### src/rtl/fc_tx_credit_gate_if.sv
// Credit-message and TLP-request bundle between the TX buffer / RX credit reporting and the credit gate.
// The master drives messages and requests; the slave (credit gate) answers with req_ready.
interface fc_tx_credit_gate_if #(
    parameter int NUM_VC = 2,
    parameter int HDR_W  = 8,
    parameter int DATA_W = 12
);
    localparam int VC_W = (NUM_VC > 1) ? $clog2(NUM_VC) : 1;

    logic              fc_valid;
    logic              fc_init;
    logic [VC_W-1:0]   fc_vc;
    logic [1:0]        fc_type;
    logic [HDR_W-1:0]  fc_hdr;
    logic [DATA_W-1:0] fc_data;

    logic              req_valid;
    logic [VC_W-1:0]   req_vc;
    logic [1:0]        req_type;
    logic [DATA_W-1:0] req_data_cr;
    logic              req_ready;

    modport master (
        output fc_valid, fc_init, fc_vc, fc_type, fc_hdr, fc_data,
        output req_valid, req_vc, req_type, req_data_cr,
        input  req_ready
    );

    modport slave (
        input  fc_valid, fc_init, fc_vc, fc_type, fc_hdr, fc_data,
        input  req_valid, req_vc, req_type, req_data_cr,
        output req_ready
    );
endinterface

### src/rtl/fc_tx_credit_gate.sv
// TX flow-control credit gate: per-VC/class credit limits and consumption, infinite-credit aware.
// req_ready is combinational from registered state (0-cycle); requests are held, never queued.
module fc_tx_credit_gate #(
    parameter int NUM_VC = 2,
    parameter int HDR_W  = 8,
    parameter int DATA_W = 12
) (
    input  logic               clk,
    input  logic               rst_n,
    input  logic               link_up,
    fc_tx_credit_gate_if.slave bus,
    output logic [NUM_VC-1:0]  vc_active,
    output logic               fc_err
);
    localparam int                VC_W       = (NUM_VC > 1) ? $clog2(NUM_VC) : 1;
    localparam logic [VC_W:0]     NUM_VC_L   = (VC_W + 1)'(NUM_VC);
    localparam logic [HDR_W-1:0]  HDR_HALF   = {1'b1, {(HDR_W-1){1'b0}}};
    localparam logic [DATA_W-1:0] DATA_HALF  = {1'b1, {(DATA_W-1){1'b0}}};
    localparam logic [1:0]        TY_ILLEGAL = 2'd3;

    typedef enum logic [1:0] {ST_UNINIT, ST_INIT, ST_ACTIVE} vc_state_e;

    vc_state_e         state_q     [NUM_VC];
    logic [2:0]        init_seen_q [NUM_VC];
    logic [HDR_W-1:0]  cl_hdr_q    [NUM_VC][3];
    logic [HDR_W-1:0]  cc_hdr_q    [NUM_VC][3];
    logic [DATA_W-1:0] cl_data_q   [NUM_VC][3];
    logic [DATA_W-1:0] cc_data_q   [NUM_VC][3];
    logic              inf_hdr_q   [NUM_VC][3];
    logic              inf_data_q  [NUM_VC][3];
    logic              fc_err_q;
    logic              fc_err_d;

    logic              req_vc_ok, req_ty_ok;
    logic [VC_W-1:0]   req_sel_vc;
    logic [1:0]        req_sel_ty;
    logic [HDR_W-1:0]  hdr_left;
    logic [DATA_W-1:0] data_left;
    logic              hdr_ok, data_ok, accept;

    logic              fc_vc_ok, fc_ty_ok, fc_ok;
    logic [VC_W-1:0]   fc_sel_vc;
    logic [1:0]        fc_sel_ty;
    logic              fc_vc_is_active, init_wr, upd_wr, init_done;

    // Out-of-range selectors are steered to entry 0 so array reads stay in bounds; the ok flags veto them.
    always_comb begin
        req_vc_ok  = ({1'b0, bus.req_vc} < NUM_VC_L);
        req_ty_ok  = (bus.req_type != TY_ILLEGAL);
        req_sel_vc = req_vc_ok ? bus.req_vc : '0;
        req_sel_ty = req_ty_ok ? bus.req_type : 2'd0;

        hdr_left  = cl_hdr_q[req_sel_vc][req_sel_ty] - cc_hdr_q[req_sel_vc][req_sel_ty] - HDR_W'(1);
        data_left = cl_data_q[req_sel_vc][req_sel_ty] - cc_data_q[req_sel_vc][req_sel_ty]
                    - bus.req_data_cr;
        hdr_ok    = inf_hdr_q[req_sel_vc][req_sel_ty] || (hdr_left <= HDR_HALF);
        data_ok   = (bus.req_data_cr == '0) || inf_data_q[req_sel_vc][req_sel_ty]
                    || (data_left <= DATA_HALF);

        accept = bus.req_valid && link_up && req_vc_ok && req_ty_ok
                 && (state_q[req_sel_vc] == ST_ACTIVE) && hdr_ok && data_ok;
    end

    always_comb begin
        fc_vc_ok        = ({1'b0, bus.fc_vc} < NUM_VC_L);
        fc_ty_ok        = (bus.fc_type != TY_ILLEGAL);
        fc_ok           = fc_vc_ok && fc_ty_ok;
        fc_sel_vc       = fc_vc_ok ? bus.fc_vc : '0;
        fc_sel_ty       = fc_ty_ok ? bus.fc_type : 2'd0;
        fc_vc_is_active = (state_q[fc_sel_vc] == ST_ACTIVE);

        init_wr   = link_up && bus.fc_valid && fc_ok && bus.fc_init && !fc_vc_is_active;
        upd_wr    = link_up && bus.fc_valid && fc_ok && !bus.fc_init && fc_vc_is_active;
        init_done = &(init_seen_q[fc_sel_vc] | (3'b001 << fc_sel_ty));

        fc_err_d = link_up && ((bus.fc_valid && !fc_ok)
                               || (bus.fc_valid && fc_ok && !bus.fc_init && !fc_vc_is_active)
                               || (bus.req_valid && !req_vc_ok));
    end

    always_ff @(posedge clk) begin
        if (!rst_n || !link_up) begin
            fc_err_q <= 1'b0;
            for (int v = 0; v < NUM_VC; v++) begin
                state_q[v]     <= ST_UNINIT;
                init_seen_q[v] <= '0;
                for (int c = 0; c < 3; c++) begin
                    cl_hdr_q[v][c]   <= '0;
                    cc_hdr_q[v][c]   <= '0;
                    cl_data_q[v][c]  <= '0;
                    cc_data_q[v][c]  <= '0;
                    inf_hdr_q[v][c]  <= 1'b0;
                    inf_data_q[v][c] <= 1'b0;
                end
            end
        end else begin
            fc_err_q <= fc_err_d;

            if (accept) begin
                if (!inf_hdr_q[req_sel_vc][req_sel_ty])
                    cc_hdr_q[req_sel_vc][req_sel_ty] <= cc_hdr_q[req_sel_vc][req_sel_ty] + HDR_W'(1);
                if (!inf_data_q[req_sel_vc][req_sel_ty])
                    cc_data_q[req_sel_vc][req_sel_ty] <= cc_data_q[req_sel_vc][req_sel_ty]
                                                         + bus.req_data_cr;
            end

            // A zero InitFC value advertises infinite credit for that field.
            if (init_wr) begin
                cl_hdr_q[fc_sel_vc][fc_sel_ty]   <= bus.fc_hdr;
                cl_data_q[fc_sel_vc][fc_sel_ty]  <= bus.fc_data;
                inf_hdr_q[fc_sel_vc][fc_sel_ty]  <= (bus.fc_hdr == '0);
                inf_data_q[fc_sel_vc][fc_sel_ty] <= (bus.fc_data == '0);
                init_seen_q[fc_sel_vc][fc_sel_ty] <= 1'b1;
                state_q[fc_sel_vc] <= init_done ? ST_ACTIVE : ST_INIT;
            end

            if (upd_wr) begin
                if (!inf_hdr_q[fc_sel_vc][fc_sel_ty])
                    cl_hdr_q[fc_sel_vc][fc_sel_ty] <= bus.fc_hdr;
                if (!inf_data_q[fc_sel_vc][fc_sel_ty])
                    cl_data_q[fc_sel_vc][fc_sel_ty] <= bus.fc_data;
            end
        end
    end

    always_comb begin
        for (int v = 0; v < NUM_VC; v++) vc_active[v] = (state_q[v] == ST_ACTIVE);
    end

    assign fc_err        = fc_err_q;
    assign bus.req_ready = accept;
endmodule

### src/flat_wrapper.sv
// flat-port wrapper written by rule: the top's interface ports become plain ports
module fc_tx_credit_gate_flat 
#(
    parameter int NUM_VC = 2,
    parameter int HDR_W  = 8,
    parameter int DATA_W = 12
)
  (clk, rst_n, link_up, vc_active, fc_err, bus_fc_valid, bus_fc_init, bus_fc_vc, bus_fc_type, bus_fc_hdr, bus_fc_data, bus_req_valid, bus_req_vc, bus_req_type, bus_req_data_cr, bus_req_ready);
  fc_tx_credit_gate_if #(.NUM_VC(NUM_VC), .HDR_W(HDR_W), .DATA_W(DATA_W)) bus_i ();
  input  logic clk;
  input  logic rst_n;
  input  logic link_up;
  output logic [NUM_VC-1:0] vc_active;
  output logic fc_err;
  input wire logic [$bits(bus_i.fc_valid)-1:0] bus_fc_valid;
  input wire logic [$bits(bus_i.fc_init)-1:0] bus_fc_init;
  input wire logic [$bits(bus_i.fc_vc)-1:0] bus_fc_vc;
  input wire logic [$bits(bus_i.fc_type)-1:0] bus_fc_type;
  input wire logic [$bits(bus_i.fc_hdr)-1:0] bus_fc_hdr;
  input wire logic [$bits(bus_i.fc_data)-1:0] bus_fc_data;
  input wire logic [$bits(bus_i.req_valid)-1:0] bus_req_valid;
  input wire logic [$bits(bus_i.req_vc)-1:0] bus_req_vc;
  input wire logic [$bits(bus_i.req_type)-1:0] bus_req_type;
  input wire logic [$bits(bus_i.req_data_cr)-1:0] bus_req_data_cr;
  output wire logic [$bits(bus_i.req_ready)-1:0] bus_req_ready;
  assign bus_i.fc_valid = bus_fc_valid;
  assign bus_i.fc_init = bus_fc_init;
  assign bus_i.fc_vc = bus_fc_vc;
  assign bus_i.fc_type = bus_fc_type;
  assign bus_i.fc_hdr = bus_fc_hdr;
  assign bus_i.fc_data = bus_fc_data;
  assign bus_i.req_valid = bus_req_valid;
  assign bus_i.req_vc = bus_req_vc;
  assign bus_i.req_type = bus_req_type;
  assign bus_i.req_data_cr = bus_req_data_cr;
  assign bus_req_ready = bus_i.req_ready;
  fc_tx_credit_gate #(.NUM_VC(NUM_VC), .HDR_W(HDR_W), .DATA_W(DATA_W)) u_core (.clk(clk), .rst_n(rst_n), .link_up(link_up), .bus(bus_i), .vc_active(vc_active), .fc_err(fc_err));
endmodule
### config.mk
export PLATFORM = sky130hd
export DESIGN_NAME = fc_tx_credit_gate_flat
export DESIGN_NICKNAME = d
export VERILOG_FILES = /design/src/rtl/fc_tx_credit_gate_if.sv /design/src/rtl/fc_tx_credit_gate.sv /design/src/flat_wrapper.sv
export SDC_FILE = /design/constraint.sdc
export NUM_CORES = 1
export LEC_CHECK = 0
export ABC_AREA = 1
export BUFFER_PORTS_ARGS = -buffer_cell sky130_fd_sc_hd__buf_2
export CORE_ASPECT_RATIO = 0.75
export CORE_UTILIZATION = 63
export CTS_CLUSTER_SIZE = 28
export DETAILED_ROUTE_END_ITERATION = 8
export PLACE_DENSITY = 0.81
export SLEW_MARGIN = 25
export SYNTH_ARGS = -nofsm -noshare
export SYNTH_HDL_FRONTEND = slang
export SYNTH_SLANG_ARGS = --single-unit
### constraint.sdc
create_clock -name clk -period 7.7 [get_ports clk]
set_input_delay 1.54 -clock clk [delete_from_list [all_inputs] [get_ports clk]]
set_output_delay 1.54 -clock clk [all_outputs]
set_load 0.05 [all_outputs]
# --- Word level (Yosys, flattened, before mapping) ---
# Memory sizes are Yosys's and may differ from the RTL's.
# Index checks and enable logic that the tools add are counted.
# W data, S select, Z words.
classes:
  add_sub_neg: 6
  n_lt_le_gt_ge: 8
  eq_ne: 6
  n_shift: 1
  n_mux: 148
  bitwise_logic: 63
  n_reduce_logical: 41
ops:
  columns: ["cell", "n"]
  rows:
  - ["$mux W36", 7]
  - ["$mux W24", 7]
  - ["$mux W1", 96]
  - ["$mux W12", 6]
  - ["$reduce_or A36 Y1", 2]
  - ["$or A1 B1 Y1", 60]
  - ["$bmux W12 S2", 2]
  - ["$demux W12 S2", 2]
  - ["$mux W8", 6]
  - ["$reduce_or A24 Y1", 2]
  - ["$bmux W8 S2", 2]
  - ["$demux W8 S2", 2]
  - ["$logic_not A12 Y1", 2]
  - ["$mux W3", 8]
  - ["$sub A12 B12 Y12", 2]
  - ["$logic_and A1 B1 Y1", 19]
  - ["$add A12 B12 Y12", 1]
  - ["$le A12 B12 Y1 const B", 1]
  - ["$reduce_or A3 Y1", 3]
  - ["$add A8 B1 Y8 const B", 1]
  - ["$bmux W1 S2", 4]
  - ["$eq A2 B2 Y1 const B", 4]
  - ["$le A8 B8 Y1 const B", 1]
  - ["$logic_not A8 Y1", 1]
  - ["16 further kinds", 32]
word_totals:
  regBits: 1
  mem_bits_rw: 262
  word_cells: 282
  n_memories: 8
mem_list:
  columns: ["memory", "depth", "width", "rd", "rd_ports_with_merged_regs", "write_ports", "line", "rtl"]
  rows:
  - ["u_core.cc_data_q", 2, 36, 1, 0, 2, "fc_tx_credit_gate.sv:28", "logic [DATA_W-1:0] cc_data_q [NUM_VC][3];"]
  - ["u_core.cl_data_q", 2, 36, 1, 0, 2, "fc_tx_credit_gate.sv:27", "logic [DATA_W-1:0] cl_data_q [NUM_VC][3];"]
  - ["u_core.cc_hdr_q", 2, 24, 1, 0, 2, "fc_tx_credit_gate.sv:26", "logic [HDR_W-1:0] cc_hdr_q [NUM_VC][3];"]
  - ["u_core.cl_hdr_q", 2, 24, 1, 0, 2, "fc_tx_credit_gate.sv:25", "logic [HDR_W-1:0] cl_hdr_q [NUM_VC][3];"]
  - ["u_core.inf_data_q", 2, 3, 2, 0, 2, "fc_tx_credit_gate.sv:30", "logic inf_data_q [NUM_VC][3];"]
  - ["u_core.inf_hdr_q", 2, 3, 2, 0, 2, "fc_tx_credit_gate.sv:29", "logic inf_hdr_q [NUM_VC][3];"]
  - ["2 more memories", null, null, null, null, null, null, null]

# --- Logic depth before layout (Yosys ltp) ---
logic_depth:
  depth_word: 17
  depth_mapped: 31
  depth_no_buf: 27

# --- Worst setup path after synthesis ---
# Ideal clock, no wire load.
synth_path:
  path_type: "in2out"
  start: "input port bus_req_vc"
  end: "output port bus_req_ready"
  arrival_ns: 5.149
  setup_slack_ns: 1.011
  stages: 24
  n_path_buf: 6
  path_cell_list: "buf_6 > inv_4 > buf_6 > buf_4 > clkbuf_1 > clkbuf_1 > clkbuf_1 > nand2_1 > a32o_1 > o22ai_1 > fa_1 > ha_1 > a21oi_2 > nor2_1 > nor2_1 > nor2_1 > nor2_1 > nand2_1 > nand2_1 > nand2_1 > inv_1 > nand4_1 > nand2_4 > and2_4"
synth_via:
  elab_chain_cells: 10
  word_cells_on_any_way: 38
synth_lines:
  columns: ["item", "line", "rtl"]
  rows:
  - ["start: declaration", "flat_wrapper.sv:22", "input wire logic [$bits(bus_i.req_vc)-1:0] bus_req_vc;"]
  - ["branches (longest 9 deep; another with $mem_v2 Z2 W36)", null, null]
  - ["$logic_and A1 B1 Y1 *", "fc_tx_credit_gate.sv:61", "&& (state_q[req_sel_vc] == ST_ACTIVE) && hdr_ok && data_ok;"]
  - ["end: declaration", "flat_wrapper.sv:25", "output wire logic [$bits(bus_i.req_ready)-1:0] bus_req_ready;"]
# Every way passes the cells marked *. The select of a mux whose other input is x is not followed.

# --- Worst setup path after layout ---
layout_path:
  start: "input port bus_req_type[0]"
  end: "output port bus_req_ready"
layout_via:
  elab_chain_cells: 12
  word_cells_on_any_way: 34
layout_lines:
  columns: ["item", "line", "rtl"]
  rows:
  - ["start: declaration", "flat_wrapper.sv:23", "input wire logic [$bits(bus_i.req_type)-1:0] bus_req_type;"]
  - ["branches (longest 11 deep; another with $sub A12 B12 Y12)", null, null]
  - ["$logic_and A1 B1 Y1 *", "fc_tx_credit_gate.sv:61", null]
# Marks and branches as above.

==> impl_metrics.toml <==
[global_route]
grt_max_degree = 70
grt_pass1_vias = 10600
grt_antenna_before_repair = 2
grt_overflow = 0
track_usage_pct = 31.9
grt_util_met3_pct = 6.34
grt_use_met2_pct = 48.3
grt_first_pass_wirelength_mm = 57.0
busiest_layer = "met2"
use_met1_pct = 47.0

[worst_setup_path]
cp_cell_sequence = "buf_2 > inv_1 > ha_1 > buf_4 > clkinv_1 > a32oi_1 > fa_1 > ha_1 > a21oi_1 > nor2_1 > nor2_1 > nand3_1 > nand2_1 > nand4_1 > nor2_1 > nand4_1 > nand2_4 > and2_4 > buf_2"
critPathMaxStageDelay_ns = 0.56
required_ns = 6.16
start_kind = "input port"
rrSetupSlack_ns = 2.80
crit_top_cell = "nor2_1"
worstSetupPathType = "in2out"
crit_family = "buffers and inverters"
r2r-start = "u_core.cc_data_q[0][17]"
cp_slowest_cell = "clkinv_1"
worstPathMaxFanout = 18
crit_start = "bus_req_type[0]"
worst-path-buf-inv = 5
end_kind = "output pin"
critical_path_arrival_ns = 5.89

[clock_tree]
insertion_delay_ns = 0.54
clk_path_buf_depth = 3
cts_max_level = 1
cts_sinks = 263
cts_tree = "done"
path_clk_slew_ns = 0.06
cts_resized = 0
cts_setup_buffers = 0
cts_root_buf = "clkbuf_16"
numCtsBuffers = 27
cts.hold.buffers_added = 0

[timing]
drv_slew = 0
hold_violations = 0
rsz0062_at_grt = "false"
fin_skew_ns = 0.0165
relSlewSlack_pct = 26.7
max_freq_mhz = 135
max_slew.worst_pin.slew_ns = 1.10
finalSetupViolations = 0
tns_ns = 0
fin_crit_ns = 7.43
fin_crit_sh_pct = 96.5

[min_path]
hold_class = "reg2reg"
min_from = "u_core.init_seen_q[0][0]"

[pwr]
power_frac_comb_pct = 17.5
seq_power_share_pct = 46.5
powerDensity_mw_per_mm2 = 229
ir_drop_v = 0.000198
intPower_uw = 2560
leakagePower_uw = 0.00671
p_sw_share_pct = 27.5
power_switching_uw = 971
power_frac_clock_pct = 35.9

[yosys]
synth_top_cell_by_area = "edfxtp_1"
ys_types = 55
synth_seq_cells = 263
synthCells = 1519
syn_avg_cell_area_um2 = 9.34
synth_edf_count = 256
synth_top_area_share_pct = 54.2
synth_fp_nets = 1625
syn_area_mm2 = 0.0142
synth_area_leaders = "edfxtp_1 54%, nor2_1 8.3%, nand2_1 6.3%, inv_1 4.7%, ha_1 4.3%"
ys_warn_count = 0
async_flop_share_pct = 0
synth-main-ff-cell = "edfxtp_1"
synth_seq_area_share_pct = 55.2

[placement]
dp_hpwl_mm = 25.0
port_buffers = 47
place_congestion = 0.955

[floorplanning]
die_w_um = 175
die_h_um = 132
die_area_mm2 = 0.0231
core_mm2 = 0.0221
rows = 47
initial_core_util_pct = 64.3
io_pins = 48

[flow_run]
drv_cap = 0

[cells_and_area]
utilization_pct = 70.0
most-common-layout-cells = "314 x nor2_1, 256 x edfxtp_1, 238 x nand2_1"
layout_commonest_cell = "nor2_1"
syn_to_final_growth_pct = 8.80
nNetsFinal = 1654
n_antenna_cell = 0
fill_cells = 1646
layout-drive-gt1-share_pct = 9.34

[routing]
wl_mm = 36.6
avgRoutedWirePerCell_um = 19.7
via_per_inst = 6.03
first_pass_iters = 6
drc = 0
num_vias = 11200
postRouteAntennaNets = 0
first_iter_violations = 1668

[run_status]
outcome = "finished, final reports clean"
layer usage:
metal / up-vias / wire (µm)
li1: 5163 / -
met1: 5266 / 14900
met2: 702 / 16300
met3: 79 / 4560
met4: 2 / 858
met5: - / 8
worst reg2reg max path: stages (launching register included):
cell and delay (ns):
edfxtp_1 0.38, o21ai_0 0.20, o22ai_1 0.14, a32oi_1 0.32, fa_1 0.50, ha_1 0.40, a21oi_1 0.32, nor2_1 0.07
nor2_1 0.13, nand3_1 0.08, nand2_1 0.08, nand4_1 0.09, nor2_1 0.09, nand4_1 0.16, nand2_4 0.18, nand4_2 0.15
nand2_2 0.33, nand3_2 0.36, nand2_1 0.56
power by group through the flow:
stage          clock [µW]  combinational, µW  sequential, µW
3_3_place_gp            0                592            1670
4_1_cts              1270                607            1640
2_1_floorplan           0                437            1670
5_1_grt              1320                686            1650
3_5_place_dp            0                600            1670
6_report             1270                619            1640
registers in the layout (all words and copies together), names as in the netlist:
name                count
u_core.cc_data_q       72
u_core.cl_data_q       72
u_core.cc_hdr_q        48
u_core.cl_hdr_q        48
u_core.inf_data_q       6
u_core.inf_hdr_q        6
u_core.init_seen_q      6
u_core.state_q          4
u_core.fc_err           1
final timing paths:
path,to,cells after the start
worst max-delay path,bus_req_ready,19
worst min-delay path,u_core.init_seen_q[0][0],2
worst max register to register,u_core.cc_data_q[0][14],18
worst min register to register,u_core.init_seen_q[0][0],2
stage by stage:
stage / setup WS, ns / hold WS [ns] / power [µW] / instances / area [µm²]
2_1_floorplan: 1.01 / 0.427 / 2100 / 1519 / 14200
3_3_place_gp: 0.525 / 0.440 / 2260 / 1813 / 14600
3_5_place_dp: 0.334 / 0.450 / 2270 / 1813 / 14600
4_1_cts: 0.302 / 0.462 / 3520 / 1858 / 15400
5_1_grt: 0.00347 / 0.471 / 3650 / 1858 / 15400
6_report: 0.271 / 0.464 / 3530 / 1858 / 15400
cell families after synthesis:
family,count (synthesis),share of synthesized area [%]
AO/OA/AOI/OAI,251,10.4
XOR/XNOR,15,0.979
adder cells (fa/ha/maj),62,6.16
buffers and inverters,249,7.30
flip-flops,263,55.2
AND/OR/NAND/NOR,679,20.0
cell usage after synthesis, drive strengths merged (2+ instances only):
cell type	number
buf	29
xnor2	4
o2111ai	2
clkbuf	37
fa	13
o211ai	5
a32o	9
o21ai	113
a32oi	7
nand3	51
nor3	27
o31ai	3
xor2	11
or2	13
o21a	10
o22ai	35
ha	49
nand4	12
a21boi	2
nor4	8
a21oi	51
edfxtp	256
a31oi	4
nand2	247
nor2	319
inv	182
a21o	3
dfxtp	7
o21bai	4
area by class of cell:
type	instances	area (µm²)	area share, %
inverters	183	696	4.51
repair buffers	66	380	2.46
clock inverters	10	126	0.819
multi-input cells	1007	5330	34.6
well taps	294	368	2.38
clock buffers	35	706	4.57
flip-flops and latches	263	7830	50.7
No activity file was read; power rests on OpenSTA's default activity.
